===== src/rtl/pipeline_debug_ctrl_pkg.sv =====
// -----------------------------------------------------------------------------
// pipeline_debug_pkg
// Shared definitions for the pipeline debug link command sequencer:
//   - dbg_state_e   : command FSM states
//   - CMD_*         : ASCII command bytes accepted from the UART receiver
//   - DEFAULT_HDR_BYTE : header byte written before every snapshot dump
//   - word_byte()   : byte lane select used when serialising 32-bit words
// -----------------------------------------------------------------------------
package pipeline_debug_pkg;

  typedef enum logic [2:0] {
    ST_IDLE,
    ST_STEP,
    ST_SETTLE,
    ST_RUN,
    ST_DUMP
  } dbg_state_e;

  localparam logic [7:0] CMD_STEP = 8'h53;  // 'S'
  localparam logic [7:0] CMD_RUN  = 8'h52;  // 'R'
  localparam logic [7:0] CMD_HALT = 8'h48;  // 'H'
  localparam logic [7:0] CMD_DUMP = 8'h44;  // 'D'

  localparam logic [7:0] DEFAULT_HDR_BYTE = 8'hA5;

  // Byte lane idx of a word, lane 0 being the least-significant byte.
  function automatic logic [7:0] word_byte(input logic [31:0] w, input logic [1:0] idx);
    return w[{idx, 3'b000} +: 8];
  endfunction

endpackage


===== src/rtl/pipeline_debug_ctrl_if.sv =====
// -----------------------------------------------------------------------------
// pipeline_debug_ctrl_if
// Transmit/snapshot bus between the debug sequencer and its neighbours:
//   fifo_full  : transmit FIFO full (FIFO -> sequencer)
//   fifo_wr_en : one-cycle write strobe (sequencer -> FIFO)
//   fifo_din   : byte to write, valid with fifo_wr_en
//   snap_sel   : index of requested snapshot word (sequencer -> mux)
//   snap_word  : selected snapshot word, combinational from snap_sel
// Modports: master = sequencer side, slave = FIFO/mux side.
// -----------------------------------------------------------------------------
interface pipeline_debug_ctrl_if;

  logic        fifo_full;
  logic        fifo_wr_en;
  logic [7:0]  fifo_din;
  logic [3:0]  snap_sel;
  logic [31:0] snap_word;

  modport master (
    input  fifo_full,
    input  snap_word,
    output fifo_wr_en,
    output fifo_din,
    output snap_sel
  );

  modport slave (
    output fifo_full,
    output snap_word,
    input  fifo_wr_en,
    input  fifo_din,
    input  snap_sel
  );

endinterface


===== src/rtl/pipeline_debug_ctrl_serializer.sv =====
// -----------------------------------------------------------------------------
// dbg_byte_serializer
// Streams one snapshot dump into the transmit FIFO: the header byte, then
// words 0..NUM_WORDS-1 as 4 bytes each, least-significant byte first.
// Honours fifo_full by holding its counters; no byte is lost or duplicated.
// Optional feature (macro PIPE_DBG_CYCLE_CNT_EN): one extra word, the
// pipeline cycle counter, is appended after the last snapshot word.
//
// Ports:
//   clk, rst_n    : clock, asynchronous active-low reset
//   start_i       : begin a dump on this edge (header goes out immediately
//                   unless the FIFO is full)
//   cycle_cnt_i   : cycle counter word (only with PIPE_DBG_CYCLE_CNT_EN)
//   active_o      : a dump is in progress (registered)
//   tx            : FIFO write and snapshot mux bus (master side)
// -----------------------------------------------------------------------------
module dbg_byte_serializer
  import pipeline_debug_pkg::*;
#(
  parameter int unsigned NUM_WORDS = 8,
  parameter logic [7:0]  HDR_BYTE  = DEFAULT_HDR_BYTE
) (
  input  logic        clk,
  input  logic        rst_n,
  input  logic        start_i,
`ifdef PIPE_DBG_CYCLE_CNT_EN
  input  logic [31:0] cycle_cnt_i,
`endif
  output logic        active_o,
  pipeline_debug_ctrl_if.master tx
);

  localparam logic [3:0] LAST_WORD = 4'(NUM_WORDS - 1);

  logic       active_q, active_d;
  logic       hdr_q,    hdr_d;     // header still to be written
  logic [3:0] word_q,   word_d;    // doubles as snap_sel
  logic [1:0] byte_q,   byte_d;
  logic       wr_en_q,  wr_en_d;
  logic [7:0] din_q,    din_d;
`ifdef PIPE_DBG_CYCLE_CNT_EN
  logic       cnt_word_q, cnt_word_d;  // currently sending the counter word
`endif

  // A start on this edge behaves as if the dump were already active with the
  // header pending, so the header can go out in the first DUMP cycle.
  logic        cur_active;
  logic        cur_hdr;
  logic [3:0]  cur_word;
  logic [1:0]  cur_byte;
  logic        cur_cnt;
  logic        emit;
  logic [31:0] src_word;

  always_comb begin
    // NOTE: every signal assigned here gets a default first, so no path can
    // leave it unassigned and infer a latch.
    cur_active = active_q | start_i;
    cur_hdr    = start_i | hdr_q;
    cur_word   = start_i ? 4'd0 : word_q;
    cur_byte   = start_i ? 2'd0 : byte_q;
`ifdef PIPE_DBG_CYCLE_CNT_EN
    cur_cnt    = start_i ? 1'b0 : cnt_word_q;
    src_word   = cur_cnt ? cycle_cnt_i : tx.snap_word;
    cnt_word_d = cur_cnt;
`else
    cur_cnt    = 1'b0;
    src_word   = tx.snap_word;
`endif
    emit     = cur_active & ~tx.fifo_full;

    active_d = cur_active;
    hdr_d    = cur_hdr;
    word_d   = cur_word;
    byte_d   = cur_byte;
    wr_en_d  = emit;
    din_d    = din_q;

    if (emit) begin
      if (cur_hdr) begin
        din_d = HDR_BYTE;
        hdr_d = 1'b0;
      end else begin
        din_d  = word_byte(src_word, cur_byte);
        byte_d = cur_byte + 2'd1;
        if (cur_byte == 2'd3) begin
`ifdef PIPE_DBG_CYCLE_CNT_EN
          if (cur_cnt) begin
            cnt_word_d = 1'b0;
            active_d   = 1'b0;
            word_d     = 4'd0;
          end else if (cur_word == LAST_WORD) begin
            cnt_word_d = 1'b1;
            word_d     = 4'd0;
          end else begin
            word_d = cur_word + 4'd1;
          end
`else
          // Word index returns to 0 at the end so snap_sel idles at 0; this
          // also covers NUM_WORDS=16 where the 4-bit index would wrap anyway.
          if (cur_word == LAST_WORD) begin
            active_d = 1'b0;
            word_d   = 4'd0;
          end else begin
            word_d = cur_word + 4'd1;
          end
`endif
        end
      end
    end
  end

  always_ff @(posedge clk or negedge rst_n) begin
    if (!rst_n) begin
      active_q <= 1'b0;
      hdr_q    <= 1'b0;
      word_q   <= 4'd0;
      byte_q   <= 2'd0;
      wr_en_q  <= 1'b0;
      din_q    <= 8'd0;
`ifdef PIPE_DBG_CYCLE_CNT_EN
      cnt_word_q <= 1'b0;
`endif
    end else begin
      active_q <= active_d;
      hdr_q    <= hdr_d;
      word_q   <= word_d;
      byte_q   <= byte_d;
      wr_en_q  <= wr_en_d;
      din_q    <= din_d;
`ifdef PIPE_DBG_CYCLE_CNT_EN
      cnt_word_q <= cnt_word_d;
`endif
    end
  end

  assign tx.fifo_wr_en = wr_en_q;
  assign tx.fifo_din   = din_q;
  assign tx.snap_sel   = word_q;
  assign active_o      = active_q;

  logic unused_cur_cnt;
  assign unused_cur_cnt = cur_cnt;

endmodule


===== src/rtl/pipeline_debug_ctrl.sv =====
// -----------------------------------------------------------------------------
// pipeline_debug_ctrl
// Command sequencer for the pipeline debug link. Decodes single-byte ASCII
// commands ('S' step, 'R' run, 'H' halt, 'D' dump) from the UART receiver,
// gates the pipeline clock enable, and after a step or halt dumps a fixed
// list of 32-bit snapshot words into the transmit FIFO.
// Optional feature, macro PIPE_DBG_CYCLE_CNT_EN: a 32-bit count of
// pipe_clk_en cycles is appended to every dump as one extra word.
//
// Parameters: NUM_WORDS (1..16) snapshot words per dump, HDR_BYTE header.
// Ports:
//   clk, rst_n   : clock, asynchronous active-low reset
//   rx_data      : received byte, valid while rx_data_rdy is high
//   rx_data_rdy  : receiver level strobe; only its rising edge is used
//   tx           : FIFO write / snapshot mux bus (master side)
//   pipe_clk_en  : pipeline advances one cycle per clk it is high
//   busy         : high in every state except IDLE
// -----------------------------------------------------------------------------
module pipeline_debug_ctrl
  import pipeline_debug_pkg::*;
#(
  parameter int unsigned NUM_WORDS = 8,
  parameter logic [7:0]  HDR_BYTE  = DEFAULT_HDR_BYTE
) (
  input  logic       clk,
  input  logic       rst_n,
  input  logic [7:0] rx_data,
  input  logic       rx_data_rdy,
  pipeline_debug_ctrl_if.master tx,
  output logic       pipe_clk_en,
  output logic       busy
);

  // ---------------------------------------------------------------------------
  // Receive edge detect: the command is registered together with its strobe,
  // so the FSM acts one edge after the rising edge of rx_data_rdy is seen.
  // ---------------------------------------------------------------------------
  logic       rx_rdy_q;
  logic       cmd_vld_q;
  logic [7:0] cmd_q;

  // NOTE: sequential state is written with non-blocking assignments so every
  // register samples values from before the edge, independent of block order.
  always_ff @(posedge clk or negedge rst_n) begin
    if (!rst_n) begin
      rx_rdy_q  <= 1'b0;
      cmd_vld_q <= 1'b0;
      cmd_q     <= 8'd0;
    end else begin
      rx_rdy_q  <= rx_data_rdy;
      cmd_vld_q <= rx_data_rdy & ~rx_rdy_q;
      if (rx_data_rdy && !rx_rdy_q) begin
        cmd_q <= rx_data;
      end
    end
  end

  // ---------------------------------------------------------------------------
  // Command FSM
  // ---------------------------------------------------------------------------
  dbg_state_e state_q;
  logic       pipe_clk_en_q;
  logic       busy_q;
  logic       ser_active;

  logic accept_step, accept_run, accept_dump, accept_halt, dump_start;

  // A command pulse outside IDLE (other than 'H' in RUN) simply matches none
  // of these and is dropped.
  assign accept_step = (state_q == ST_IDLE) && cmd_vld_q && (cmd_q == CMD_STEP);
  assign accept_run  = (state_q == ST_IDLE) && cmd_vld_q && (cmd_q == CMD_RUN);
  assign accept_dump = (state_q == ST_IDLE) && cmd_vld_q && (cmd_q == CMD_DUMP);
  assign accept_halt = (state_q == ST_RUN)  && cmd_vld_q && (cmd_q == CMD_HALT);
  assign dump_start  = accept_dump || (state_q == ST_SETTLE);

  always_ff @(posedge clk or negedge rst_n) begin
    if (!rst_n) begin
      state_q       <= ST_IDLE;
      pipe_clk_en_q <= 1'b0;
      busy_q        <= 1'b0;
    end else begin
      case (state_q)
        ST_IDLE: begin
          if (accept_step) begin
            state_q       <= ST_STEP;
            pipe_clk_en_q <= 1'b1;
            busy_q        <= 1'b1;
          end else if (accept_run) begin
            state_q       <= ST_RUN;
            pipe_clk_en_q <= 1'b1;
            busy_q        <= 1'b1;
          end else if (accept_dump) begin
            state_q <= ST_DUMP;
            busy_q  <= 1'b1;
          end
        end
        ST_STEP: begin
          state_q       <= ST_SETTLE;
          pipe_clk_en_q <= 1'b0;
        end
        ST_SETTLE: begin
          state_q <= ST_DUMP;
        end
        ST_RUN: begin
          if (accept_halt) begin
            state_q       <= ST_SETTLE;
            pipe_clk_en_q <= 1'b0;
          end
        end
        ST_DUMP: begin
          // The serializer drops active on the edge that emits the last byte,
          // so DUMP (and busy) covers the cycle in which that byte is written.
          if (!ser_active) begin
            state_q <= ST_IDLE;
            busy_q  <= 1'b0;
          end
        end
        default: begin
          state_q       <= ST_IDLE;
          pipe_clk_en_q <= 1'b0;
          busy_q        <= 1'b0;
        end
      endcase
    end
  end

  assign pipe_clk_en = pipe_clk_en_q;
  assign busy        = busy_q;

`ifdef PIPE_DBG_CYCLE_CNT_EN
  // Counts pipeline cycles since reset; wraps naturally at 2^32.
  logic [31:0] cyc_cnt_q;

  always_ff @(posedge clk or negedge rst_n) begin
    if (!rst_n) begin
      cyc_cnt_q <= 32'd0;
    end else if (pipe_clk_en_q) begin
      cyc_cnt_q <= cyc_cnt_q + 32'd1;
    end
  end
`endif

  dbg_byte_serializer #(
    .NUM_WORDS (NUM_WORDS),
    .HDR_BYTE  (HDR_BYTE)
  ) u_serializer (
    .clk         (clk),
    .rst_n       (rst_n),
    .start_i     (dump_start),
`ifdef PIPE_DBG_CYCLE_CNT_EN
    .cycle_cnt_i (cyc_cnt_q),
`endif
    .active_o    (ser_active),
    .tx          (tx)
  );

endmodule


===== src/flat_wrapper.sv =====
// flat-port wrapper written by rule: the top's interface ports become plain ports
module pipeline_debug_ctrl_flat import pipeline_debug_pkg::*;
#(
  parameter int unsigned NUM_WORDS = 8,
  parameter logic [7:0]  HDR_BYTE  = DEFAULT_HDR_BYTE
)
  (clk, rst_n, rx_data, rx_data_rdy, pipe_clk_en, busy, tx_fifo_full, tx_snap_word, tx_fifo_wr_en, tx_fifo_din, tx_snap_sel);
  pipeline_debug_ctrl_if tx_i ();
  input  logic clk;
  input  logic rst_n;
  input  logic [7:0] rx_data;
  input  logic rx_data_rdy;
  output logic pipe_clk_en;
  output logic busy;
  input wire logic [$bits(tx_i.fifo_full)-1:0] tx_fifo_full;
  input wire logic [$bits(tx_i.snap_word)-1:0] tx_snap_word;
  output wire logic [$bits(tx_i.fifo_wr_en)-1:0] tx_fifo_wr_en;
  output wire logic [$bits(tx_i.fifo_din)-1:0] tx_fifo_din;
  output wire logic [$bits(tx_i.snap_sel)-1:0] tx_snap_sel;
  assign tx_i.fifo_full = tx_fifo_full;
  assign tx_i.snap_word = tx_snap_word;
  assign tx_fifo_wr_en = tx_i.fifo_wr_en;
  assign tx_fifo_din = tx_i.fifo_din;
  assign tx_snap_sel = tx_i.snap_sel;
  pipeline_debug_ctrl #(.NUM_WORDS(NUM_WORDS), .HDR_BYTE(HDR_BYTE)) u_core (.clk(clk), .rst_n(rst_n), .rx_data(rx_data), .rx_data_rdy(rx_data_rdy), .tx(tx_i), .pipe_clk_en(pipe_clk_en), .busy(busy));
endmodule

===== config.mk =====
export PLATFORM = sky130hd
export DESIGN_NAME = pipeline_debug_ctrl_flat
export DESIGN_NICKNAME = d
export VERILOG_FILES = /design/src/rtl/pipeline_debug_ctrl_pkg.sv /design/src/rtl/pipeline_debug_ctrl_if.sv /design/src/rtl/pipeline_debug_ctrl_serializer.sv /design/src/rtl/pipeline_debug_ctrl.sv /design/src/flat_wrapper.sv
export SDC_FILE = /design/constraint.sdc
export NUM_CORES = 1
export LEC_CHECK = 0
export ABC_AREA = 1
export CAP_MARGIN = 20
export CORE_MARGIN = 2
export CORE_UTILIZATION = 52
export CTS_BUF_LIST = sky130_fd_sc_hd__clkbuf_8
export DETAILED_ROUTE_END_ITERATION = 8
export GPL_TIMING_DRIVEN = 1
export PLACE_DENSITY = 0.95
export REMOVE_ABC_BUFFERS = 1
export SLEW_MARGIN = 10
export SYNTH_ARGS = -nofsm -noshare
export SYNTH_HDL_FRONTEND = slang
export SYNTH_HIERARCHICAL = 1
export SYNTH_SLANG_ARGS = --single-unit

===== constraint.sdc =====
create_clock -name clk -period 4.4 [get_ports clk]
set_input_delay 0.66 -clock clk [delete_from_list [all_inputs] [get_ports clk]]
set_output_delay 0.66 -clock clk [all_outputs]
set_load 0.1 [all_outputs]

-- After elaboration in Yosys (flattened, before gate mapping)
Index checks and enable logic that the tools add are counted.
- register bits after elaboration: 32
- latch bits: 0
- memory bits (writable): 0
- bits in read-only memories: 0
- input bits: 44
- output and inout port bits: 15
- word-level logic and storage cells: 81
- memories kept: 0
- add/subtract/negate cells: 2
- multipliers: 0
- divide/modulo/power cells: 0
- order comparisons: 0
- equality and inequality tests: 14
- shifts and indexed selects: 1
- multiplexer cells: 29
- bitwise operators: 8
- reduce and logical (&&, ||, !) cells: 15
- operators by type and width (operator ; count):
    equality test 8 x 7 -> 1 bit, second input constant ; 4
    indexed part select 32 x 6 -> 8 bit ; 1
    2-to-1 mux 4 bit ; 5
    2-to-1 mux 3 bit ; 5
    one-hot mux 3 bit (5 select lines) ; 1
    2-to-1 mux 1 bit ; 12
    AND reduction 3 bit ; 3
    2-to-1 mux 8 bit ; 1
    logical AND 1 bit ; 7
    equality test 3 x 2 -> 1 bit, second input constant ; 2
    2-to-1 mux 2 bit ; 3
    one-hot mux 1 bit (3 select lines) ; 2
    adder 4 x 1 -> 4 bit, second input constant ; 1
    equality test 4 x 3 -> 1 bit, second input constant ; 1
    inequality test 4 x 1 -> 1 bit, second input constant ; 1
    NOT 1 bit ; 4
    equality test 3 x 1 -> 1 bit, second input constant ; 1
    equality test 3 bit, second input constant ; 1
    zero test 3 bit ; 1
    inequality test 3 x 1 -> 1 bit, second input constant ; 1
    OR reduction 3 bit ; 1
    adder 2 x 1 -> 2 bit, second input constant ; 1
    bitwise AND 1 bit ; 2
    equality test 2 bit, second input constant ; 1
    6 further kinds ; 7

-- Depth between registers and ports, before layout
- depth after elaboration: 10
- mapped depth: 17
- depth with buffers taken out: 16

-- By module
The synthesis kept the hierarchy.
- modules (own cells, without submodules) (module ; times used ; cells each ; area each (µm²) ; seq. area each (µm²)):
    dbg_byte_serializer ; 1 ; 152 ; 1108.6 ; 425.4
    pipeline_debug_ctrl ; 1 ; 97 ; 748.2 ; 375.4

-- Worst setup path before layout
OpenSTA, ideal clock, no wires.
- path type: register -> register
- start point: register u_core.state_q[0]
- end point: register u_core.u_serializer.word_q[3], in the netlist u_core/u_serializer/tx.snap_sel[3]
- setup time: 126 ps
- arrival time: 1820 ps
- required time: 4274 ps
- slack: 2454 ps
- cell stages (with the launch flop): 17
- path buffers: 1
- clock period less this slack: 1946 ps
- cells stage by stage: dfrtp_1 > nor2_4 > nand2_4 > inv_1 > nand3_1 > nand2_1 > buf_6 > inv_2 > nand2_2 > inv_2 > ha_1 > nand3_1 > nor2_1 > nand3_1 > nand2_1 > nand2_1 > nor2_1
- word-level cells in the longest chain between the ends: 10
- elaborated cells on any way between the ends: 17
- those cells by class: 1 x add/sub; 3 x eq/ne; 6 x mux; 3 x bitwise; 4 x reduce/logical
- RTL lines (element ; RTL line ; source):
    from (decl) ; pipeline_debug_ctrl.sv:61 ; dbg_state_e state_q;
    from (signal assigned) ; pipeline_debug_ctrl.sv:78 ; state_q <= ST_IDLE;
    from (signal assigned) ; pipeline_debug_ctrl.sv:85 ; state_q <= ST_STEP;
    from (signal assigned) ; pipeline_debug_ctrl.sv:89 ; state_q <= ST_RUN;
    zero test 3 bit ; pipeline_debug_ctrl.sv:72 ; assign accept_dump = (state_q == ST_IDLE) && cmd_vld_q && (cmd_q == CMD_DUMP);
    logical AND 1 bit (2 in a row) ; pipeline_debug_ctrl.sv:72 ;
    logical OR 1 bit * ; pipeline_debug_ctrl.sv:74 ; assign dump_start = accept_dump || (state_q == ST_SETTLE);
    via u_core.dump_start ; pipeline_debug_ctrl.sv:66 ; logic accept_step, accept_run, accept_dump, accept_halt, dump_start;
    2-to-1 mux 4 bit ; pipeline_debug_ctrl_serializer.sv:60 ; cur_word = start_i ? 4'd0 : word_q;
    adder 4 x 1 -> 4 bit or equality test 4 x 3 -> 1 bit (tied branches) ; pipeline_debug_ctrl_serializer.sv:105, pipeline_debug_ctrl_serializer.sv:101 ;
    2-to-1 mux 4 bit ; pipeline_debug_ctrl_serializer.sv:101 ; if (cur_word == LAST_WORD) begin
    2-to-1 mux 4 bit ; pipeline_debug_ctrl_serializer.sv:86 ; if (cur_byte == 2'd3) begin
    2-to-1 mux 4 bit ; pipeline_debug_ctrl_serializer.sv:80 ; if (cur_hdr) begin
    2-to-1 mux 4 bit * ; pipeline_debug_ctrl_serializer.sv:79 ; if (emit) begin
    via u_core.u_serializer.word_d[3] ; pipeline_debug_ctrl_serializer.sv:37 ; logic [3:0] word_q, word_d;
    to (signal assigned) ; pipeline_debug_ctrl_serializer.sv:127 ; word_q <= word_d;
    to (decl) ; pipeline_debug_ctrl_serializer.sv:37 ;
The timed path passes the listed nets; every way through them passes the cells marked *.
A chain may end at the register's enable or synchronous reset.

-- Final worst setup path
- start point: register u_core.u_serializer.word_q[0], in the netlist u_core/u_serializer/tx.snap_sel[0]
- end point: output tx_snap_sel[0]
- RTL lines (element ; RTL line ; source):
    to (decl) ; flat_wrapper.sv:19 ; output wire logic [$bits(tx_i.snap_sel)-1:0] tx_snap_sel;
No word-level cell between the ends.

==> summary.md <==
| Metric | Value |
|---|---|
| Die height | 63.8 um |
| Routed Antenna Nets | 0 |
| Via count | 1743 |
| Static Leak | 1.24 nW |
| Crit path buffers/inverters | 1 |
| Final Max Tran Viols | 0 |
| CTS Hold Buffers Added | 0 |
| DR iter-0 viols | 79 |
| CP Capture Type | primary output |
| CP Launch Type | register |
| Avg Vias per Cell | 4.87 |
| RePlAce Congestion | 0.812 |
| Final Critical Period | 2.50 ns |
| Biggest area consumer among synthesized cells | dfrtp_1 |
| Buffers added on ports | 58 |
| Post-DP HPWL | 3220 um |
| Top cells by area, synth | dfrtp_1, nand2_1, nor2_1 |
| Clk buf depth | 2 |
| Post-cts resize count | 0 |
| Sequential fraction of the synthesis area | 43.1% |
| R2r setup slk | 1.97 ns |
| Fillers | 245 |
| Clk sink count | 32 |
| Initial antenna violation count | 0 |
| Setup violation total in the final timing report | 0 |
| RSZ-0062 raised after global routing | no |
| Power Dens Cells | 675 nW/um^2 |
| Area share of the largest cell type after synthesis | 43.1% |
| Post-synth cell types | 25 |
| Max stage delay on crit path | 1.15 ns |
| Worst Tran Pin Value | 0.978 ns |
| Per-cell routed wire length | 12.0 um |
| CP arrival | 1.84 ns |
| Io pins | 59 |
| Synth-to-Final Area Change | 38.2% |
| Worst Skew | 0.00682 ns |
| Max IR drop VDD | 0.495 mV |
| Min-delay worst type | register to register |
| Yosys reg bits | 32 |
| Mapped Avg Cell Area | 7.46 um^2 |
| Nets | 357 |
| DRC viols | 0 |
| Final wirelength | 4290 um |
| CP Cell Sequence | clkdlybuf4s50_1 |
| Pre-CTS WS | 2.02 ns |
| Rows | 21 |
| Final setup TNS | 0 ns |
| Max_cap viols | 0 |
| Root Buffer | clkbuf_8 |
| Setup Fix Bufs, Post-CTS | 0 |
| Initial Util | 54.8% |
| Vias in the first global route | 1726 |
| Crit-path leading delay family | buffers and inverters |
| Core footprint | 3390 um^2 |
| Pin count of the biggest net entering global routing | 20 |
| First-pass GRT wire length | 7190 um |
| Synthesized cell area | 1860 um^2 |
| H-tree depth | 2 |
| CTS tree | done |
| Synth Instances | 249 |
| DIE WIDTH | 63.8 um |
| Outcome | finished clean |
| Global Route Usage Sum | 22.9% |
| Clk pin slew, worst setup/hold paths | 0.07 ns |
| Slowest-stage cell, CP | clkdlybuf4s50_1 |
| Final WS setup | 1.90 ns |
| CTS Buf Count | 5 |
| Worst-Skew Late Latency | 0.29 ns |
| Final period util | 56.8% |
| CP Class | register to primary output |
| TritonRoute pass-1 iters | 4 |
| Synthesis warning total | 6 |
| Max Freq | 400 MHz |
| Die area | 4060 um^2 |
| GRT overflow | 0 |
| Layout cells sized above 1 | 10.3% |
| Worst-path fanout max | 3 |
| Final Hold Viols | 0 |
| Ant. Diodes | 0 |
| Worst slew margin | 34.6% |
| Req. time, crit path | 3.74 ns |
==> report_power, final <==
group / total (mW) / internal, mW / switching, mW
clock network: 0.275 / 0.166 / 0.110
logic: 1.01 / 0.266 / 0.744
registers: 0.448 / 0.382 / 0.0668
total: 1.73 / 0.813 / 0.920
==> layout make-up <==
class,instances,area [um^2],area share [%]
Clock buffer,5,68.8,2.68
Clock inverter,3,38.8,1.51
Inverter,28,105,4.10
Multi-Input combinational cell,185,907,35.3
Sequential cell,32,801,31.2
Tap cell,46,57.6,2.24
Timing Repair Buffer,59,588,22.9
==> cell usage after synthesis (all sizes together) <==
| cell type | number |
|---|---|
| inv | 28 |
| or2 | 4 |
| nor2 | 46 |
| nand3 | 19 |
| and3 | 1 |
| nor3 | 1 |
| dfrtp | 32 |
| o21ai | 13 |
| nand3b | 2 |
| xor2 | 1 |
| nand2 | 89 |
| o21bai | 1 |
| ha | 2 |
| buf | 4 |
| a21oi | 6 |
==> routing by layer <==
| layer | up-vias | GRT usage, % | share of wire, % |
|---|---|---|---|
| met5 | - | 0 | 0 |
| met2 | 55 | 42.8 | 52 |
| li1 | 889 | - | - |
| met3 | 8 | 6.87 | 5.9 |
| met4 | 0 | 8.70 | 1.7 |
| met1 | 791 | 23.8 | 41 |
==> cell families (layout without fill, tap and decap cells) <==
group / count (synthesis) / in the layout / synth area share (%)
adders and majority gates: 2 / 2 / 1.35
buffers and inverters: 32 / 95 / 8.02
and+or+nand+nor: 162 / 162 / 40.7
xor gates and xnor gates: 1 / 1 / 0.472
DFF: 32 / 32 / 43.1
AOI/OAI and AO/OA: 20 / 20 / 6.33
==> worst reg2reg max path, cell delays in order, from the launching register on <==
cell and delay [ns]:
dfrtp_1 0.43, nor2_4 0.17, nand2_4 0.08, inv_1 0.09, nand3_1 0.10, nand2_1 0.45
inv_2 0.11, nand2_2 0.19, inv_2 0.13, ha_1 0.22, nand3_1 0.08, nor2_1 0.05
nand3_1 0.07, nand2_1 0.05, nand2_1 0.05, nor2_1 0.04
==> registers in the layout, indices dropped and copies added (netlist names) <==
name / flops
u_core/state_q: 3
u_core/busy: 1
u_core/rx_rdy_q: 1
u_core/u_serializer/tx.fifo_din: 8
u_core/u_serializer/active_o: 1
u_core/u_serializer/hdr_q: 1
u_core/cmd_q: 8
u_core/cmd_vld_q: 1
u_core/u_serializer/tx.snap_sel: 4
u_core/u_serializer/byte_q: 2
u_core/pipe_clk_en: 1
u_core/u_serializer/tx.fifo_wr_en: 1
==> cells in the final DEF, fill, tap and decap left out <==
master           instances
xor2_1                   1
inv_2                    6
and3_1                   1
a21oi_2                  1
nor2_4                   6
o21ai_0                 13
ha_1                     2
clkbuf_8                 5
nor2_1                  35
o21bai_4                 1
nor2_2                   3
dfrtp_1                 32
a21oi_1                  5
nor3_1                   1
inv_1                   23
clkinv_2                 1
nand2_2                  4
nand2_4                  1
buf_4                    1
nand3_1                 19
clkdlybuf4s50_1         58
nor2_8                   2
nand3b_1                 2
or2_0                    4
nand2_1                 84
bufinv_16                1
==> worst paths after layout <==
kind,from,end,depth (start not counted)
worst max-delay path,u_core/u_serializer/tx.snap_sel[0],tx_snap_sel[0],1
worst min-delay path,u_core/busy,u_core/busy,2
worst max register to register,u_core/state_q[0],u_core/u_serializer/tx.snap_sel[3],15
worst min register to register,u_core/busy,u_core/busy,2
max in group asynchronous,rst_n,u_core/u_serializer/tx.fifo_din[5],2
min in group asynchronous,rst_n,u_core/cmd_q[5],1
==> stage by stage <==
step	utilization [%]	std cells	area (um^2)	hold WS (ns)	power, mW
after floorplan	-	245	1810	0.364	1.20
after global placement	72.5	350	2460	0.454	1.44
after detailed placement	72.5	350	2460	0.463	1.46
after CTS	75.7	358	2570	0.480	1.74
after global routing	75.7	358	2570	0.491	1.83
final	75.7	358	2570	0.472	1.73
Power figures use the tool's default switching activity.
==> patch 1: new RTL, config.mk and constraints unchanged <==
Encoding of `dbg_state_e`: now one-hot (5 bits for 5 states).
--- a/src/rtl/pipeline_debug_ctrl_pkg.sv
+++ b/src/rtl/pipeline_debug_ctrl_pkg.sv
@@ -9,10 +9,10 @@
 package pipeline_debug_pkg;
 
-  typedef enum logic [2:0] {
-    ST_IDLE,
-    ST_STEP,
-    ST_SETTLE,
-    ST_RUN,
-    ST_DUMP
+  typedef enum logic [4:0] {
+    ST_IDLE   = 5'b00001,
+    ST_STEP   = 5'b00010,
+    ST_SETTLE = 5'b00100,
+    ST_RUN    = 5'b01000,
+    ST_DUMP   = 5'b10000
   } dbg_state_e;
 
Behaviour: no difference found for any inputs over 10 cycles, from zero or initial values and one cycle with rst_n low; not proved beyond that.
==> patch 1 against the unedited design <==
Power down 3.4%. Synthesized cell count up 4.4%. Sequential power up 2%. Setup slack worse by 0.10 ns. Final area up 4.0%. Wire length up 2.5%. Via count up 5.8%. Synthesized area up 6.1%. Sequential cell count up 2. First-iteration DRC count down 3.8%.
==> patch 1: results (changes against the unedited design) <==
For the sequential cell area fraction in the yosys report, the log shows 43.27% (+0.14 points). The worst hold slack is 0.4778 ns (+0.005529 ns). By count the netlist is led by nand2_1 (82), nor2_1 (40), dfrtp_1 (33). The largest individual stage delay along the critical path comes from the cell dfstp_2. In this run the worst setup path terminates at u_core/u_serializer/tx.snap_sel[3]$_DFF_PN0_.

The number of filler cells placed in the layout is 283 (+16%). Cell count after placement: 363 (+3.7%). Cell area reported after detailed placement: 0.002574 mm² (+4.7%).

The layout cell share with drive strength beyond 1 was 12.07% (+1.8 points). For the sum of routed wire length over all layers, the log shows 4396 µm (+2.5%). Sorting the synthesized cells by area gives the leading types as dfrtp_1 (42%), nand2_1 (16%), nor2_1 (7.6%). The synthesized area per cell is 7.575 µm² (+1.6%), and the standby leakage power is 1.298 nW (+4.7%).

The tools report the detailed router's first-iteration violation count as 76 (-3.8%). The maximum number of pins on one net before global-route repair was 35 (+75%); the count of non-filler cells in the finished layout was 371 (+3.6%). The global-route met2 utilization was 39.54% (-3.2 points); the maximum achievable frequency was 383.8 MHz (-4.0%). The met1 usage in global routing is 24.92% (+1.1 points). The origin of the worst min-delay path is u_core/pipe_clk_en$_DFFE_PN0P_.

In this run the critical register-to-register path is launched from u_core/state_q[0]$_DFFE_PN1P_. The routability congestion estimate is 0.8671 (+6.8%), and the minimum setup slack among reg-to-reg paths is 1.79 ns (-0.18 ns). The path depth of the worst reg2reg path came out at 16 (+1). Delay of the slowest critical-path stage: 0.53 ns (-0.62 ns).

The path with the worst hold slack has its endpoint at u_core/pipe_clk_en$_DFFE_PN0P_. The flow ran to the end, and the final reports show no timing, DRC or antenna violations. The aggregate global-route resource usage was 22.55% (-0.31 points).
==> patch 1: routing by layer <==
metal,vias to the layer above,part of all wire (%)
li1,927,-
met1,837,39
met2,72,53
met3,8,6.7
met4,0,1.6
met5,-,0
==> patch 1: layout make-up <==
class,count,area (µm²),area share (%)
tap,48,60.06,2.250
inverter,30,112.6,4.219
timing repair buffer,59,588.1,22.03
sequential,34,852.1,31.93
clock buffer,6,82.58,3.094
multi-input combinational,192,960.9,36.01
clock inverter,2,12.51,0.4688
==> patch 1: power groups by stage <==
| stage | sequential (mW) | combinational, mW | clock, mW |
|---|---|---|---|
| global route | 0.466 | 1.03 | 0.265 |
| floorplan | 0.895 | 0.289 | 0 |
| detailed placement | 0.460 | 0.974 | 0 |
| global placement | 0.460 | 0.955 | 0 |
| finish | 0.456 | 0.977 | 0.242 |
| CTS | 0.456 | 0.978 | 0.249 |
==> patch 1: tightest hold or removal path, stage by stage (launching register included) <==
cell and delay, ns:
dfrtp_1 0.35, nand2_1 0.06, nand2_1 0.05
==> patch 2: new RTL, config.mk and constraints unchanged <==
Made on the original files. Build with the macro `PIPE_DBG_CYCLE_CNT_EN` defined.
--- a/src/rtl/pipeline_debug_ctrl_serializer.sv
+++ b/src/rtl/pipeline_debug_ctrl_serializer.sv
@@ -15,4 +15,6 @@
 //   tx            : FIFO write and snapshot mux bus (master side)
 // -----------------------------------------------------------------------------
+`define PIPE_DBG_CYCLE_CNT_EN
+
 module dbg_byte_serializer
   import pipeline_debug_pkg::*;
Function: same outputs for any inputs over 10 cycles, from zero or initial values and one cycle with rst_n low; that may be too few to reach the edited logic, so the function may still have changed.
==> patch 2 against the unedited design <==
Sequential share of layout area increased by 2.5 points. Sequential power increased by 83%. Sequential cell count increased by 33. Final area increased by 88%. Wire length increased by 140%. Combinational power increased by 25%. Power increased by 51%. Global-route usage increased by 2.8 points. Synthesized area increased by 110%. Setup slack got worse by 0.41 ns. Critical path type is now reg -> reg. Largest power group unchanged.
==> patch 2: results (changes against the unedited design) <==
The flow ran to the end, and the final reports show no timing, DRC or antenna violations. The run gives 6 (+2) as the iteration count of the initial detailed-routing pass. The arrival time reported for the critical path endpoint is 3.10 ns (+1.26 ns), and the HPWL after detailed placement is 7558 µm (+130%).

The routability congestion estimate is 0.9456 (+16%). The run gives 9 (+4) as the total clock buffers created by CTS. The delay of the slowest critical-path stage works out to 0.41 ns (-0.74 ns).

For the maximum resistive drop on vdd, the log shows 0.2326 mV (-53%). The synthesized area per cell works out to 7.067 µm² (-5.2%). The headroom to the max-slew limit was 34.76% (+0.15 points). The average wire per cell in the routed design was 14.17 µm (+18%).

The class of the tightest hold or removal check was in -> async. For the wire length of the first global-routing pass, the log shows 17130 µm (+140%). The critical path starts at u_core/state_q[0]$_DFFE_PN0P_.

The logs give 283 (+260%) for the detailed router's first-iteration violation count and 3761 (+120%) for the number of global-route vias before repair. The run gives 32 (+28%) as the count of cell types in the netlist. The aggregate global-route resource usage was 25.62% (+2.8 points). The run gives 707 (+100%) as the cell count after placement. Post-detailed-route via-to-cell ratio: 5.378 (+10%). The initial antenna violation count came out at 0 (unchanged). The standby leakage power was 2.352 nW (+90%).

The maximum level of the CTS H-tree was 3 (+1). The final-stage net count was 666 (+87%). By area the synthesized netlist is led by dfrtp_1 (41%), nand2_1 (18%), nand3_1 (6.8%). The logs give 722 (+100%) for the count of non-filler cells in the finished layout and 0.01215 ns (+0.005328 ns) for the final worst clock skew.

The tree is rooted in a clkbuf_8. The layout cell share with drive strength beyond 1 is 7.544% (-2.7 points). The sequential cell area fraction in the yosys report is 40.88% (-2.2 points).
patch 2: changes by cell type after synthesis, sizes merged, moves of 12 or more:
cell | before | now
nor2 | 46 | 74
nand2 | 89 | 203
inv | 28 | 66
dfrtp | 32 | 65
nand3 | 19 | 56
xor2 | 1 | 13
patch 2: metal layers:
metal  wire length (µm)  track usage [%]
met1               4207            32.35
met2               4894            42.65
met3                753            4.979
met4                377            11.24
met5                  0                0
patch 2: cells by family (layout without fill, tap and decap cells):
group	count (synthesis)	count (layout)	share of synthesized area (%)
flip-flops	65	65	40.88
AND/OR/NAND/NOR	358	358	40.35
XOR/XNOR	22	22	4.843
adder cells (fa/ha/maj)	3	3	0.9435
AO/OA/AOI/OAI	33	33	4.434
multiplexers	2	2	0.5346
buffers and inverters	80	140	8.019
patch 2: worst paths after layout:
path                            cells past startpoint  slack, ns                                  endpoint
worst min-delay path                                1       0.32               u_core/cmd_q[2]$_DFFE_PN0P_
min in group clk                                    1       0.48   u_core/u_serializer/byte_q[0]$_DFF_PN0_
worst min register to register                      1       0.48   u_core/u_serializer/byte_q[0]$_DFF_PN0_
worst max-delay path                               15       1.49  u_core/u_serializer/cnt_word_q$_DFF_PN0_
max in group asynchronous                           2       3.14   u_core/u_serializer/byte_q[1]$_DFF_PN0_
worst max register to register                     15       1.49  u_core/u_serializer/cnt_word_q$_DFF_PN0_
patch 2: per-stage QoR:
stage | hold WS [ns] | area (µm²) | util, % | setup WS [ns]
2_1_floorplan | 0.3644 | 3908 | - | 2.085
3_3_place_gp | 0.4590 | 4614 | 62.95 | 1.835
3_5_place_dp | 0.4672 | 4614 | 62.95 | 1.628
4_1_cts | 0.3448 | 4823 | 65.80 | 1.568
5_1_grt | 0.3649 | 4823 | 65.80 | 1.241
6_report | 0.3219 | 4823 | 65.80 | 1.488
patch 2: layout make-up:
cell class	count	area [µm²]
multi-input cells	418	2033
repair buffers	59	583.1
clock buffers	9	123.9
flip-flops and latches	65	1627
well taps	99	123.9
clock inverters	6	85.08
inverters	66	247.7
fillers	557	2507
patch 2: power by group:
part           total [mW]  internal (mW)  switching (mW)  leakage, nW
registers           0.819          0.701           0.118        0.855
clock network       0.542          0.314           0.228        0.106
logic                1.26          0.350           0.909         1.39
total                2.62           1.36            1.26         2.35
patch 2: critical path, delay by kind of cell, from the launching register on:
family	cells	cell delay, ns
AND/OR/NAND/NOR	9	1.50
adder cells (fa/ha/maj)	1	0.25
AO/OA/AOI/OAI	1	0.08
buffers and inverters	4	0.51
flip-flops	1	0.41
